File: src/rtl/axi_cmd_master_if.sv
// Command/completion channel plus a single-ID AXI4 master port bundled for axi_cmd_master.
interface axi_cmd_master_if #(
  parameter int DATA_WIDTH = 32,
  parameter int ADDR_WIDTH = 16,
  parameter int ID_WIDTH   = 8
);
  logic                    cmd_valid, cmd_ready, cmd_wr;
  logic [ADDR_WIDTH-1:0]   cmd_addr;
  logic [DATA_WIDTH-1:0]   cmd_wdata;
  logic                    rsp_valid, rsp_ready, rsp_err;
  logic [DATA_WIDTH-1:0]   rsp_rdata;

  logic [ID_WIDTH-1:0]     m_axi_awid;
  logic [ADDR_WIDTH-1:0]   m_axi_awaddr;
  logic [7:0]              m_axi_awlen;
  logic [2:0]              m_axi_awsize;
  logic [1:0]              m_axi_awburst;
  logic                    m_axi_awlock;
  logic [3:0]              m_axi_awcache;
  logic [2:0]              m_axi_awprot;
  logic                    m_axi_awvalid, m_axi_awready;

  logic [DATA_WIDTH-1:0]   m_axi_wdata;
  logic [DATA_WIDTH/8-1:0] m_axi_wstrb;
  logic                    m_axi_wlast, m_axi_wvalid, m_axi_wready;

  logic [ID_WIDTH-1:0]     m_axi_bid;
  logic [1:0]              m_axi_bresp;
  logic                    m_axi_bvalid, m_axi_bready;

  logic [ID_WIDTH-1:0]     m_axi_arid;
  logic [ADDR_WIDTH-1:0]   m_axi_araddr;
  logic [7:0]              m_axi_arlen;
  logic [2:0]              m_axi_arsize;
  logic [1:0]              m_axi_arburst;
  logic                    m_axi_arlock;
  logic [3:0]              m_axi_arcache;
  logic [2:0]              m_axi_arprot;
  logic                    m_axi_arvalid, m_axi_arready;

  logic [ID_WIDTH-1:0]     m_axi_rid;
  logic [DATA_WIDTH-1:0]   m_axi_rdata;
  logic [1:0]              m_axi_rresp;
  logic                    m_axi_rlast, m_axi_rvalid, m_axi_rready;

  modport master (
    input  cmd_valid, cmd_wr, cmd_addr, cmd_wdata, rsp_ready,
    output cmd_ready, rsp_valid, rsp_rdata, rsp_err,
    output m_axi_awid, m_axi_awaddr, m_axi_awlen, m_axi_awsize, m_axi_awburst,
           m_axi_awlock, m_axi_awcache, m_axi_awprot, m_axi_awvalid,
    input  m_axi_awready,
    output m_axi_wdata, m_axi_wstrb, m_axi_wlast, m_axi_wvalid,
    input  m_axi_wready,
    input  m_axi_bid, m_axi_bresp, m_axi_bvalid,
    output m_axi_bready,
    output m_axi_arid, m_axi_araddr, m_axi_arlen, m_axi_arsize, m_axi_arburst,
           m_axi_arlock, m_axi_arcache, m_axi_arprot, m_axi_arvalid,
    input  m_axi_arready,
    input  m_axi_rid, m_axi_rdata, m_axi_rresp, m_axi_rlast, m_axi_rvalid,
    output m_axi_rready
  );

  modport slave (
    output cmd_valid, cmd_wr, cmd_addr, cmd_wdata, rsp_ready,
    input  cmd_ready, rsp_valid, rsp_rdata, rsp_err,
    input  m_axi_awid, m_axi_awaddr, m_axi_awlen, m_axi_awsize, m_axi_awburst,
           m_axi_awlock, m_axi_awcache, m_axi_awprot, m_axi_awvalid,
    output m_axi_awready,
    input  m_axi_wdata, m_axi_wstrb, m_axi_wlast, m_axi_wvalid,
    output m_axi_wready,
    output m_axi_bid, m_axi_bresp, m_axi_bvalid,
    input  m_axi_bready,
    input  m_axi_arid, m_axi_araddr, m_axi_arlen, m_axi_arsize, m_axi_arburst,
           m_axi_arlock, m_axi_arcache, m_axi_arprot, m_axi_arvalid,
    output m_axi_arready,
    output m_axi_rid, m_axi_rdata, m_axi_rresp, m_axi_rlast, m_axi_rvalid,
    input  m_axi_rready
  );
endinterface

File: src/rtl/axi_cmd_master.sv
// Single-outstanding command-to-AXI4 bridge: one single-beat read or write per command,
// completion returned on rsp_*. All non-constant outputs come straight from flops.
module axi_cmd_master #(
  parameter int                  DATA_WIDTH = 32,
  parameter int                  ADDR_WIDTH = 16,
  parameter int                  ID_WIDTH   = 8,
  parameter logic [ID_WIDTH-1:0] AXI_ID     = '0,
  parameter bit                  WAIT_BRESP = 1'b0
) (
  input logic              aclk,
  input logic              areset,
  axi_cmd_master_if.master bus
);
  localparam int STRB_W = DATA_WIDTH / 8;

  typedef enum logic [2:0] {IDLE, WR_REQ, WR_RESP, RD_REQ, RD_DATA, DONE} state_e;

  state_e                state_q, state_d;
  logic                  cmd_ready_q, cmd_ready_d;
  logic                  awvalid_q, awvalid_d, wvalid_q, wvalid_d, arvalid_q, arvalid_d;
  logic                  bready_q, bready_d, rready_q, rready_d;
  logic                  rsp_valid_q, rsp_valid_d, rsp_err_q, rsp_err_d;
  logic [ADDR_WIDTH-1:0] addr_q, addr_d;
  logic [DATA_WIDTH-1:0] wdata_q, wdata_d, rdata_q, rdata_d;
  logic                  unused_bits;

  always_ff @(posedge aclk or posedge areset) begin
    if (areset) begin
      state_q     <= IDLE;
      cmd_ready_q <= 1'b0;
      awvalid_q   <= 1'b0;
      wvalid_q    <= 1'b0;
      arvalid_q   <= 1'b0;
      bready_q    <= 1'b0;
      rready_q    <= 1'b0;
      rsp_valid_q <= 1'b0;
      rsp_err_q   <= 1'b0;
      addr_q      <= '0;
      wdata_q     <= '0;
      rdata_q     <= '0;
    end else begin
      state_q     <= state_d;
      cmd_ready_q <= cmd_ready_d;
      awvalid_q   <= awvalid_d;
      wvalid_q    <= wvalid_d;
      arvalid_q   <= arvalid_d;
      bready_q    <= bready_d;
      rready_q    <= rready_d;
      rsp_valid_q <= rsp_valid_d;
      rsp_err_q   <= rsp_err_d;
      addr_q      <= addr_d;
      wdata_q     <= wdata_d;
      rdata_q     <= rdata_d;
    end
  end

  always_comb begin
    state_d     = state_q;
    cmd_ready_d = cmd_ready_q;
    awvalid_d   = awvalid_q;
    wvalid_d    = wvalid_q;
    arvalid_d   = arvalid_q;
    bready_d    = bready_q;
    rready_d    = rready_q;
    rsp_valid_d = rsp_valid_q;
    rsp_err_d   = rsp_err_q;
    addr_d      = addr_q;
    wdata_d     = wdata_q;
    rdata_d     = rdata_q;
    case (state_q)
      IDLE: begin
        // cmd_ready rises one edge after reset release or after a completion
        if (bus.cmd_valid && cmd_ready_q) begin
          cmd_ready_d = 1'b0;
          addr_d      = bus.cmd_addr;
          wdata_d     = bus.cmd_wdata;
          if (bus.cmd_wr) begin
            state_d   = WR_REQ;
            awvalid_d = 1'b1;
            wvalid_d  = 1'b1;
          end else begin
            state_d   = RD_REQ;
            arvalid_d = 1'b1;
          end
        end else begin
          cmd_ready_d = 1'b1;
        end
      end
      WR_REQ: begin
        if (bus.m_axi_awready) awvalid_d = 1'b0;
        if (bus.m_axi_wready)  wvalid_d  = 1'b0;
        if (!awvalid_d && !wvalid_d) begin
          if (WAIT_BRESP) begin
            state_d  = WR_RESP;
            bready_d = 1'b1;
          end else begin
            state_d     = DONE;
            rsp_valid_d = 1'b1;
            rsp_err_d   = 1'b0;
          end
        end
      end
      WR_RESP: begin
        if (bus.m_axi_bvalid) begin
          bready_d    = 1'b0;
          state_d     = DONE;
          rsp_valid_d = 1'b1;
          rsp_err_d   = bus.m_axi_bresp[1] | (bus.m_axi_bid != AXI_ID);
        end
      end
      RD_REQ: begin
        if (bus.m_axi_arready) begin
          arvalid_d = 1'b0;
          state_d   = RD_DATA;
          rready_d  = 1'b1;
        end
      end
      RD_DATA: begin
        if (bus.m_axi_rvalid) begin
          rready_d    = 1'b0;
          rdata_d     = bus.m_axi_rdata;
          rsp_err_d   = bus.m_axi_rresp[1] | (bus.m_axi_rid != AXI_ID);
          state_d     = DONE;
          rsp_valid_d = 1'b1;
        end
      end
      DONE: begin
        if (bus.rsp_ready) begin
          rsp_valid_d = 1'b0;
          state_d     = IDLE;
          cmd_ready_d = 1'b1;
        end
      end
      default: state_d = IDLE;
    endcase
  end

  assign bus.cmd_ready     = cmd_ready_q;
  assign bus.rsp_valid     = rsp_valid_q;
  assign bus.rsp_err       = rsp_err_q;
  assign bus.rsp_rdata     = rdata_q;

  assign bus.m_axi_awid    = AXI_ID;
  assign bus.m_axi_awaddr  = addr_q;
  assign bus.m_axi_awlen   = 8'd0;
  assign bus.m_axi_awsize  = 3'($clog2(STRB_W));
  assign bus.m_axi_awburst = 2'b01;
  assign bus.m_axi_awlock  = 1'b0;
  assign bus.m_axi_awcache = 4'd0;
  assign bus.m_axi_awprot  = 3'd0;
  assign bus.m_axi_awvalid = awvalid_q;

  assign bus.m_axi_wdata   = wdata_q;
  assign bus.m_axi_wstrb   = {STRB_W{1'b1}};
  assign bus.m_axi_wlast   = 1'b1;
  assign bus.m_axi_wvalid  = wvalid_q;
  assign bus.m_axi_bready  = bready_q;

  assign bus.m_axi_arid    = AXI_ID;
  assign bus.m_axi_araddr  = addr_q;
  assign bus.m_axi_arlen   = 8'd0;
  assign bus.m_axi_arsize  = 3'($clog2(STRB_W));
  assign bus.m_axi_arburst = 2'b01;
  assign bus.m_axi_arlock  = 1'b0;
  assign bus.m_axi_arcache = 4'd0;
  assign bus.m_axi_arprot  = 3'd0;
  assign bus.m_axi_arvalid = arvalid_q;
  assign bus.m_axi_rready  = rready_q;

  // Single-beat reads: rlast carries no information; only the error bit of each resp matters
  assign unused_bits = ^{bus.m_axi_rlast, bus.m_axi_bresp[0], bus.m_axi_rresp[0]};
endmodule
File: src/flat_wrapper.sv
// flat-port wrapper written by rule: the top's interface ports become plain ports
module axi_cmd_master_flat 
#(
  parameter int                  DATA_WIDTH = 32,
  parameter int                  ADDR_WIDTH = 16,
  parameter int                  ID_WIDTH   = 8,
  parameter logic [ID_WIDTH-1:0] AXI_ID     = '0,
  parameter bit                  WAIT_BRESP = 1'b0
)
  (aclk, areset, bus_cmd_valid, bus_cmd_wr, bus_cmd_addr, bus_cmd_wdata, bus_rsp_ready, bus_cmd_ready, bus_rsp_valid, bus_rsp_rdata, bus_rsp_err, bus_m_axi_awid, bus_m_axi_awaddr, bus_m_axi_awlen, bus_m_axi_awsize, bus_m_axi_awburst, bus_m_axi_awlock, bus_m_axi_awcache, bus_m_axi_awprot, bus_m_axi_awvalid, bus_m_axi_awready, bus_m_axi_wdata, bus_m_axi_wstrb, bus_m_axi_wlast, bus_m_axi_wvalid, bus_m_axi_wready, bus_m_axi_bid, bus_m_axi_bresp, bus_m_axi_bvalid, bus_m_axi_bready, bus_m_axi_arid, bus_m_axi_araddr, bus_m_axi_arlen, bus_m_axi_arsize, bus_m_axi_arburst, bus_m_axi_arlock, bus_m_axi_arcache, bus_m_axi_arprot, bus_m_axi_arvalid, bus_m_axi_arready, bus_m_axi_rid, bus_m_axi_rdata, bus_m_axi_rresp, bus_m_axi_rlast, bus_m_axi_rvalid, bus_m_axi_rready);
  axi_cmd_master_if #(.DATA_WIDTH(DATA_WIDTH), .ADDR_WIDTH(ADDR_WIDTH), .ID_WIDTH(ID_WIDTH)) bus_i ();
  input logic aclk;
  input logic areset;
  input wire logic [$bits(bus_i.cmd_valid)-1:0] bus_cmd_valid;
  input wire logic [$bits(bus_i.cmd_wr)-1:0] bus_cmd_wr;
  input wire logic [$bits(bus_i.cmd_addr)-1:0] bus_cmd_addr;
  input wire logic [$bits(bus_i.cmd_wdata)-1:0] bus_cmd_wdata;
  input wire logic [$bits(bus_i.rsp_ready)-1:0] bus_rsp_ready;
  output wire logic [$bits(bus_i.cmd_ready)-1:0] bus_cmd_ready;
  output wire logic [$bits(bus_i.rsp_valid)-1:0] bus_rsp_valid;
  output wire logic [$bits(bus_i.rsp_rdata)-1:0] bus_rsp_rdata;
  output wire logic [$bits(bus_i.rsp_err)-1:0] bus_rsp_err;
  output wire logic [$bits(bus_i.m_axi_awid)-1:0] bus_m_axi_awid;
  output wire logic [$bits(bus_i.m_axi_awaddr)-1:0] bus_m_axi_awaddr;
  output wire logic [$bits(bus_i.m_axi_awlen)-1:0] bus_m_axi_awlen;
  output wire logic [$bits(bus_i.m_axi_awsize)-1:0] bus_m_axi_awsize;
  output wire logic [$bits(bus_i.m_axi_awburst)-1:0] bus_m_axi_awburst;
  output wire logic [$bits(bus_i.m_axi_awlock)-1:0] bus_m_axi_awlock;
  output wire logic [$bits(bus_i.m_axi_awcache)-1:0] bus_m_axi_awcache;
  output wire logic [$bits(bus_i.m_axi_awprot)-1:0] bus_m_axi_awprot;
  output wire logic [$bits(bus_i.m_axi_awvalid)-1:0] bus_m_axi_awvalid;
  input wire logic [$bits(bus_i.m_axi_awready)-1:0] bus_m_axi_awready;
  output wire logic [$bits(bus_i.m_axi_wdata)-1:0] bus_m_axi_wdata;
  output wire logic [$bits(bus_i.m_axi_wstrb)-1:0] bus_m_axi_wstrb;
  output wire logic [$bits(bus_i.m_axi_wlast)-1:0] bus_m_axi_wlast;
  output wire logic [$bits(bus_i.m_axi_wvalid)-1:0] bus_m_axi_wvalid;
  input wire logic [$bits(bus_i.m_axi_wready)-1:0] bus_m_axi_wready;
  input wire logic [$bits(bus_i.m_axi_bid)-1:0] bus_m_axi_bid;
  input wire logic [$bits(bus_i.m_axi_bresp)-1:0] bus_m_axi_bresp;
  input wire logic [$bits(bus_i.m_axi_bvalid)-1:0] bus_m_axi_bvalid;
  output wire logic [$bits(bus_i.m_axi_bready)-1:0] bus_m_axi_bready;
  output wire logic [$bits(bus_i.m_axi_arid)-1:0] bus_m_axi_arid;
  output wire logic [$bits(bus_i.m_axi_araddr)-1:0] bus_m_axi_araddr;
  output wire logic [$bits(bus_i.m_axi_arlen)-1:0] bus_m_axi_arlen;
  output wire logic [$bits(bus_i.m_axi_arsize)-1:0] bus_m_axi_arsize;
  output wire logic [$bits(bus_i.m_axi_arburst)-1:0] bus_m_axi_arburst;
  output wire logic [$bits(bus_i.m_axi_arlock)-1:0] bus_m_axi_arlock;
  output wire logic [$bits(bus_i.m_axi_arcache)-1:0] bus_m_axi_arcache;
  output wire logic [$bits(bus_i.m_axi_arprot)-1:0] bus_m_axi_arprot;
  output wire logic [$bits(bus_i.m_axi_arvalid)-1:0] bus_m_axi_arvalid;
  input wire logic [$bits(bus_i.m_axi_arready)-1:0] bus_m_axi_arready;
  input wire logic [$bits(bus_i.m_axi_rid)-1:0] bus_m_axi_rid;
  input wire logic [$bits(bus_i.m_axi_rdata)-1:0] bus_m_axi_rdata;
  input wire logic [$bits(bus_i.m_axi_rresp)-1:0] bus_m_axi_rresp;
  input wire logic [$bits(bus_i.m_axi_rlast)-1:0] bus_m_axi_rlast;
  input wire logic [$bits(bus_i.m_axi_rvalid)-1:0] bus_m_axi_rvalid;
  output wire logic [$bits(bus_i.m_axi_rready)-1:0] bus_m_axi_rready;
  assign bus_i.cmd_valid = bus_cmd_valid;
  assign bus_i.cmd_wr = bus_cmd_wr;
  assign bus_i.cmd_addr = bus_cmd_addr;
  assign bus_i.cmd_wdata = bus_cmd_wdata;
  assign bus_i.rsp_ready = bus_rsp_ready;
  assign bus_cmd_ready = bus_i.cmd_ready;
  assign bus_rsp_valid = bus_i.rsp_valid;
  assign bus_rsp_rdata = bus_i.rsp_rdata;
  assign bus_rsp_err = bus_i.rsp_err;
  assign bus_m_axi_awid = bus_i.m_axi_awid;
  assign bus_m_axi_awaddr = bus_i.m_axi_awaddr;
  assign bus_m_axi_awlen = bus_i.m_axi_awlen;
  assign bus_m_axi_awsize = bus_i.m_axi_awsize;
  assign bus_m_axi_awburst = bus_i.m_axi_awburst;
  assign bus_m_axi_awlock = bus_i.m_axi_awlock;
  assign bus_m_axi_awcache = bus_i.m_axi_awcache;
  assign bus_m_axi_awprot = bus_i.m_axi_awprot;
  assign bus_m_axi_awvalid = bus_i.m_axi_awvalid;
  assign bus_i.m_axi_awready = bus_m_axi_awready;
  assign bus_m_axi_wdata = bus_i.m_axi_wdata;
  assign bus_m_axi_wstrb = bus_i.m_axi_wstrb;
  assign bus_m_axi_wlast = bus_i.m_axi_wlast;
  assign bus_m_axi_wvalid = bus_i.m_axi_wvalid;
  assign bus_i.m_axi_wready = bus_m_axi_wready;
  assign bus_i.m_axi_bid = bus_m_axi_bid;
  assign bus_i.m_axi_bresp = bus_m_axi_bresp;
  assign bus_i.m_axi_bvalid = bus_m_axi_bvalid;
  assign bus_m_axi_bready = bus_i.m_axi_bready;
  assign bus_m_axi_arid = bus_i.m_axi_arid;
  assign bus_m_axi_araddr = bus_i.m_axi_araddr;
  assign bus_m_axi_arlen = bus_i.m_axi_arlen;
  assign bus_m_axi_arsize = bus_i.m_axi_arsize;
  assign bus_m_axi_arburst = bus_i.m_axi_arburst;
  assign bus_m_axi_arlock = bus_i.m_axi_arlock;
  assign bus_m_axi_arcache = bus_i.m_axi_arcache;
  assign bus_m_axi_arprot = bus_i.m_axi_arprot;
  assign bus_m_axi_arvalid = bus_i.m_axi_arvalid;
  assign bus_i.m_axi_arready = bus_m_axi_arready;
  assign bus_i.m_axi_rid = bus_m_axi_rid;
  assign bus_i.m_axi_rdata = bus_m_axi_rdata;
  assign bus_i.m_axi_rresp = bus_m_axi_rresp;
  assign bus_i.m_axi_rlast = bus_m_axi_rlast;
  assign bus_i.m_axi_rvalid = bus_m_axi_rvalid;
  assign bus_m_axi_rready = bus_i.m_axi_rready;
  axi_cmd_master #(.DATA_WIDTH(DATA_WIDTH), .ADDR_WIDTH(ADDR_WIDTH), .ID_WIDTH(ID_WIDTH), .AXI_ID(AXI_ID), .WAIT_BRESP(WAIT_BRESP)) u_core (.aclk(aclk), .areset(areset), .bus(bus_i));
endmodule
File: config.mk
export PLATFORM = sky130hd
export DESIGN_NAME = axi_cmd_master_flat
export DESIGN_NICKNAME = d
export VERILOG_FILES = /design/src/rtl/axi_cmd_master_if.sv /design/src/rtl/axi_cmd_master.sv /design/src/flat_wrapper.sv
export SDC_FILE = /design/constraint.sdc
export NUM_CORES = 1
export LEC_CHECK = 0
export ABC_CLOCK_PERIOD_IN_PS = 3700
export CAP_MARGIN = 20
export CORE_MARGIN = 5
export CORE_UTILIZATION = 36
export CTS_CLUSTER_DIAMETER = 40
export DETAILED_ROUTE_END_ITERATION = 16
export HOLD_SLACK_MARGIN = 0.1
export PLACE_DENSITY = 0.8
export SLEW_MARGIN = 10
export SYNTH_ARGS = -nofsm -noshare
export SYNTH_HDL_FRONTEND = slang
export SYNTH_SLANG_ARGS = --single-unit
File: constraint.sdc
create_clock -name aclk -period 3.7 [get_ports aclk]
set_input_delay 0.37 -clock aclk [delete_from_list [all_inputs] [get_ports aclk]]
set_output_delay 0.37 -clock aclk [all_outputs]
set_load 0.05 [all_outputs]
==> run summary <==
status - complete, no violations
Placed Area - 6110 µm²
vias in the first global route - 3377
Crit Path Max Fanout - 27
final core occ - 55.7%
PnR worst setup slack - 1.23 ns
ANT nets after route - 0
Max VDD drop - 0.000653 V
core outline area - 11500 µm²
Arr. time, crit path - 2.68 ns
Mapped Cells - 327
DP HPWL - 8690 µm
fin crit period - 2.47 ns
area of the multi-input gates - 1520 µm²
# DRC - 0
top post-synthesis cells by area - dfrtp_1 53%, mux2_2 22%, buf_4 15%, a21oi_1 0.71%, nor2_1 0.62%
Routability Congestion - 0.725
GRT Total Usage - 15.6%
r2r endpoint - u_core.bus.m_axi_araddr[4]
largest family of logic cells by synthesized area - multiplexers
Cell Rows - 39
diodes inserted - 0
Synth async-reset ratio - 100%
violation count after the first detailed-route iteration - 98
Initial Utilization - 36.8%
top_reg_cell synth - dfrtp_1
Resized cells post-CTS - 0
worst hold path type - input port to async pin
Routed Wire Length - 11100 µm
Synth Area in Adders - 0%
vias per inst - 4.51
initial antenna violation count - 0
area share of the largest cell type after synthesis - 53.4%
Global Route met2 Usage - 27.6%
r2r startpoint - u_core.state_q[1]
first-pass GRT wire length - 17800 µm
synthesized area per cell - 12.9 µm²
pre-CTS WS - 1.19 ns
FF/Latch Area - 2250 µm²
worst skew pair latency - 0.33 ns
commonest non-fill, non-tap cells in the layout - 210 x clkdlybuf4s50_1, 90 x dfrtp_1, 82 x mux2_2
Max stage delay on crit path - 0.62 ns
LEAKAGE - 2.68 nW
Die X - 118 µm
most common cell after layout, fill and taps aside - clkdlybuf4s50_1
fin area - 6390 µm²
clock tree root buffer cell - clkbuf_16
sequential element share of the synthesized area - 53.4%
endpoints failing setup - 0
critical path type - flop to flop
startpoint types - flop
Least-Margin Pin Slew - 0.798 ns
Final nets - 632
Worst Setup End Kind - flop
CTS tree - built
clk slew on worst S/H paths - 0.07 ns
Slew Viols, Final - 0
clock skew - 0.0108 ns
period utilisation layout - 66.9%
Area Overhead vs Synth - 51.5%
P per Cell Area - 1110 nW/µm²
GR peak layer - met2
PortBufs - 210
Post-CTS Setup Inserts - 0
Final Hold Fails - 0
clock sink count - 90
met1 Track Usage GR - 16.4%
max cap viols - 0
Routed wire per std cell - 16.6 µm
Ys Warns - 0
RSZ-0062 raised after global routing - false
post-synth cell types - 36
share of cells above drive strength 1 - 20.3%
post-synthesis register bit count - 90
Post-Synth Simple-Gate Area - 4.30%
Worst Reg-to-Reg Cells - 4
largest net degree at the start of global routing - 35
mux cell area share after synthesis - 21.9%
total die area - 14000 µm²
Synth Area in Compound Gates - 3.68%
global route total overflow - 0
CTS Hold Bufs - 0
FMAX - 404 MHz
XOR/XNOR Fraction of Synth Area - 0.208%
htree depth - 3
setup_tns - 0 ns
Post-Syn Area - 4220 µm²
Die Y - 118 µm
Ports - 278
EDFF count, synth - 0
CP Cell Sequence - or3_1 > nor2_4 > buf_12 > mux2_2
total number of vias - 3020
Layout fillers - 989
worst reg-to-reg setup slack - 1.23 ns
clk buf depth - 2
Slew Limit Headroom - 46.7%
drt pass-1 iters - 4
Synth area leader - dfrtp_1
met3 usage - 8.12%
WHS - 0.337 ns
Slowest-stage cell, CP - nor2_4
data required time at the worst endpoint - 3.91 ns
CTS buffer count - 9
==> power by group <==
group	switching (W)	internal, W	leakage, nW
Combinational	0.00280	0.00158	1.48
Sequential	0.000339	0.00148	1.07
Clock	0.000404	0.000480	0.136
Total	0.00355	0.00354	2.68
==> logic make-up after synthesis <==
logic type / after synthesis
mux: 82
xor+xnor: 1
buf+inv: 96
compound gates: 23
flops: 90
simple gates: 33
other cells: 2
==> per-layer routing <==
layer  up-vias  share of wire (%)
met5         -                  0
met4         0                1.2
met3        12                 13
met2       169                 52
met1      1470                 34
li1       1369                  -
==> how the worst max path moves through the flow <==
stage,from,cells past startpoint,endpoint
2_1_floorplan,areset,1,u_core.bus.cmd_ready
3_3_place_gp,u_core.state_q[1],4,u_core.bus.m_axi_wdata[4]
3_5_place_dp,u_core.state_q[1],4,u_core.bus.m_axi_araddr[4]
4_1_cts,u_core.state_q[1],4,u_core.bus.m_axi_araddr[4]
5_1_grt,u_core.state_q[1],4,u_core.bus.m_axi_araddr[4]
6_report,u_core.state_q[1],4,u_core.bus.m_axi_araddr[4]
==> critical path: cells and delay by family (launching register included) <==
family        cells  cell delay (ns)
buf+inv           1             0.27
flops             1             0.59
mux               1             0.36
simple gates      2             1.11
==> per-stage QoR <==
step           cells  total power, W
2_1_floorplan    389         0.00492
3_3_place_gp     653         0.00615
3_5_place_dp     653         0.00625
4_1_cts          669         0.00716
5_1_grt          669         0.00740
6_report         669         0.00708
==> registers in the layout (all words and copies together), names as in the netlist <==
register / cells
u_core.bus.cmd_ready: 1
u_core.bus.m_axi_araddr: 16
u_core.bus.m_axi_arvalid: 1
u_core.bus.m_axi_awvalid: 1
u_core.bus.m_axi_rready: 1
u_core.bus.m_axi_wdata: 32
u_core.bus.m_axi_wvalid: 1
u_core.bus.rsp_err: 1
u_core.bus.rsp_rdata: 32
u_core.bus.rsp_valid: 1
u_core.state_q: 3
==> layout make-up <==
cell class	count	share of cell area, %
clock buffer	10	3.74
clock inverter	6	0.724
inverter	3	0.196
multi-input combinational	203	23.8
sequential	90	35.2
tap	143	2.80
timing repair buffer	214	33.5
==> Yosys cell counts, drive strengths merged, types with 2 or more instances <==
library cell and number:
nor3 5, clkbuf 2, conb 2, a31oi 2, nor4 2, a21oi 6
a211o 2, nand2 6, o31ai 2, nor2b 3, dfrtp 90, nor2 8
o21ai 5, mux2 82, inv 3, buf 91, nand3 2
Power figures use the tool's default switching activity.
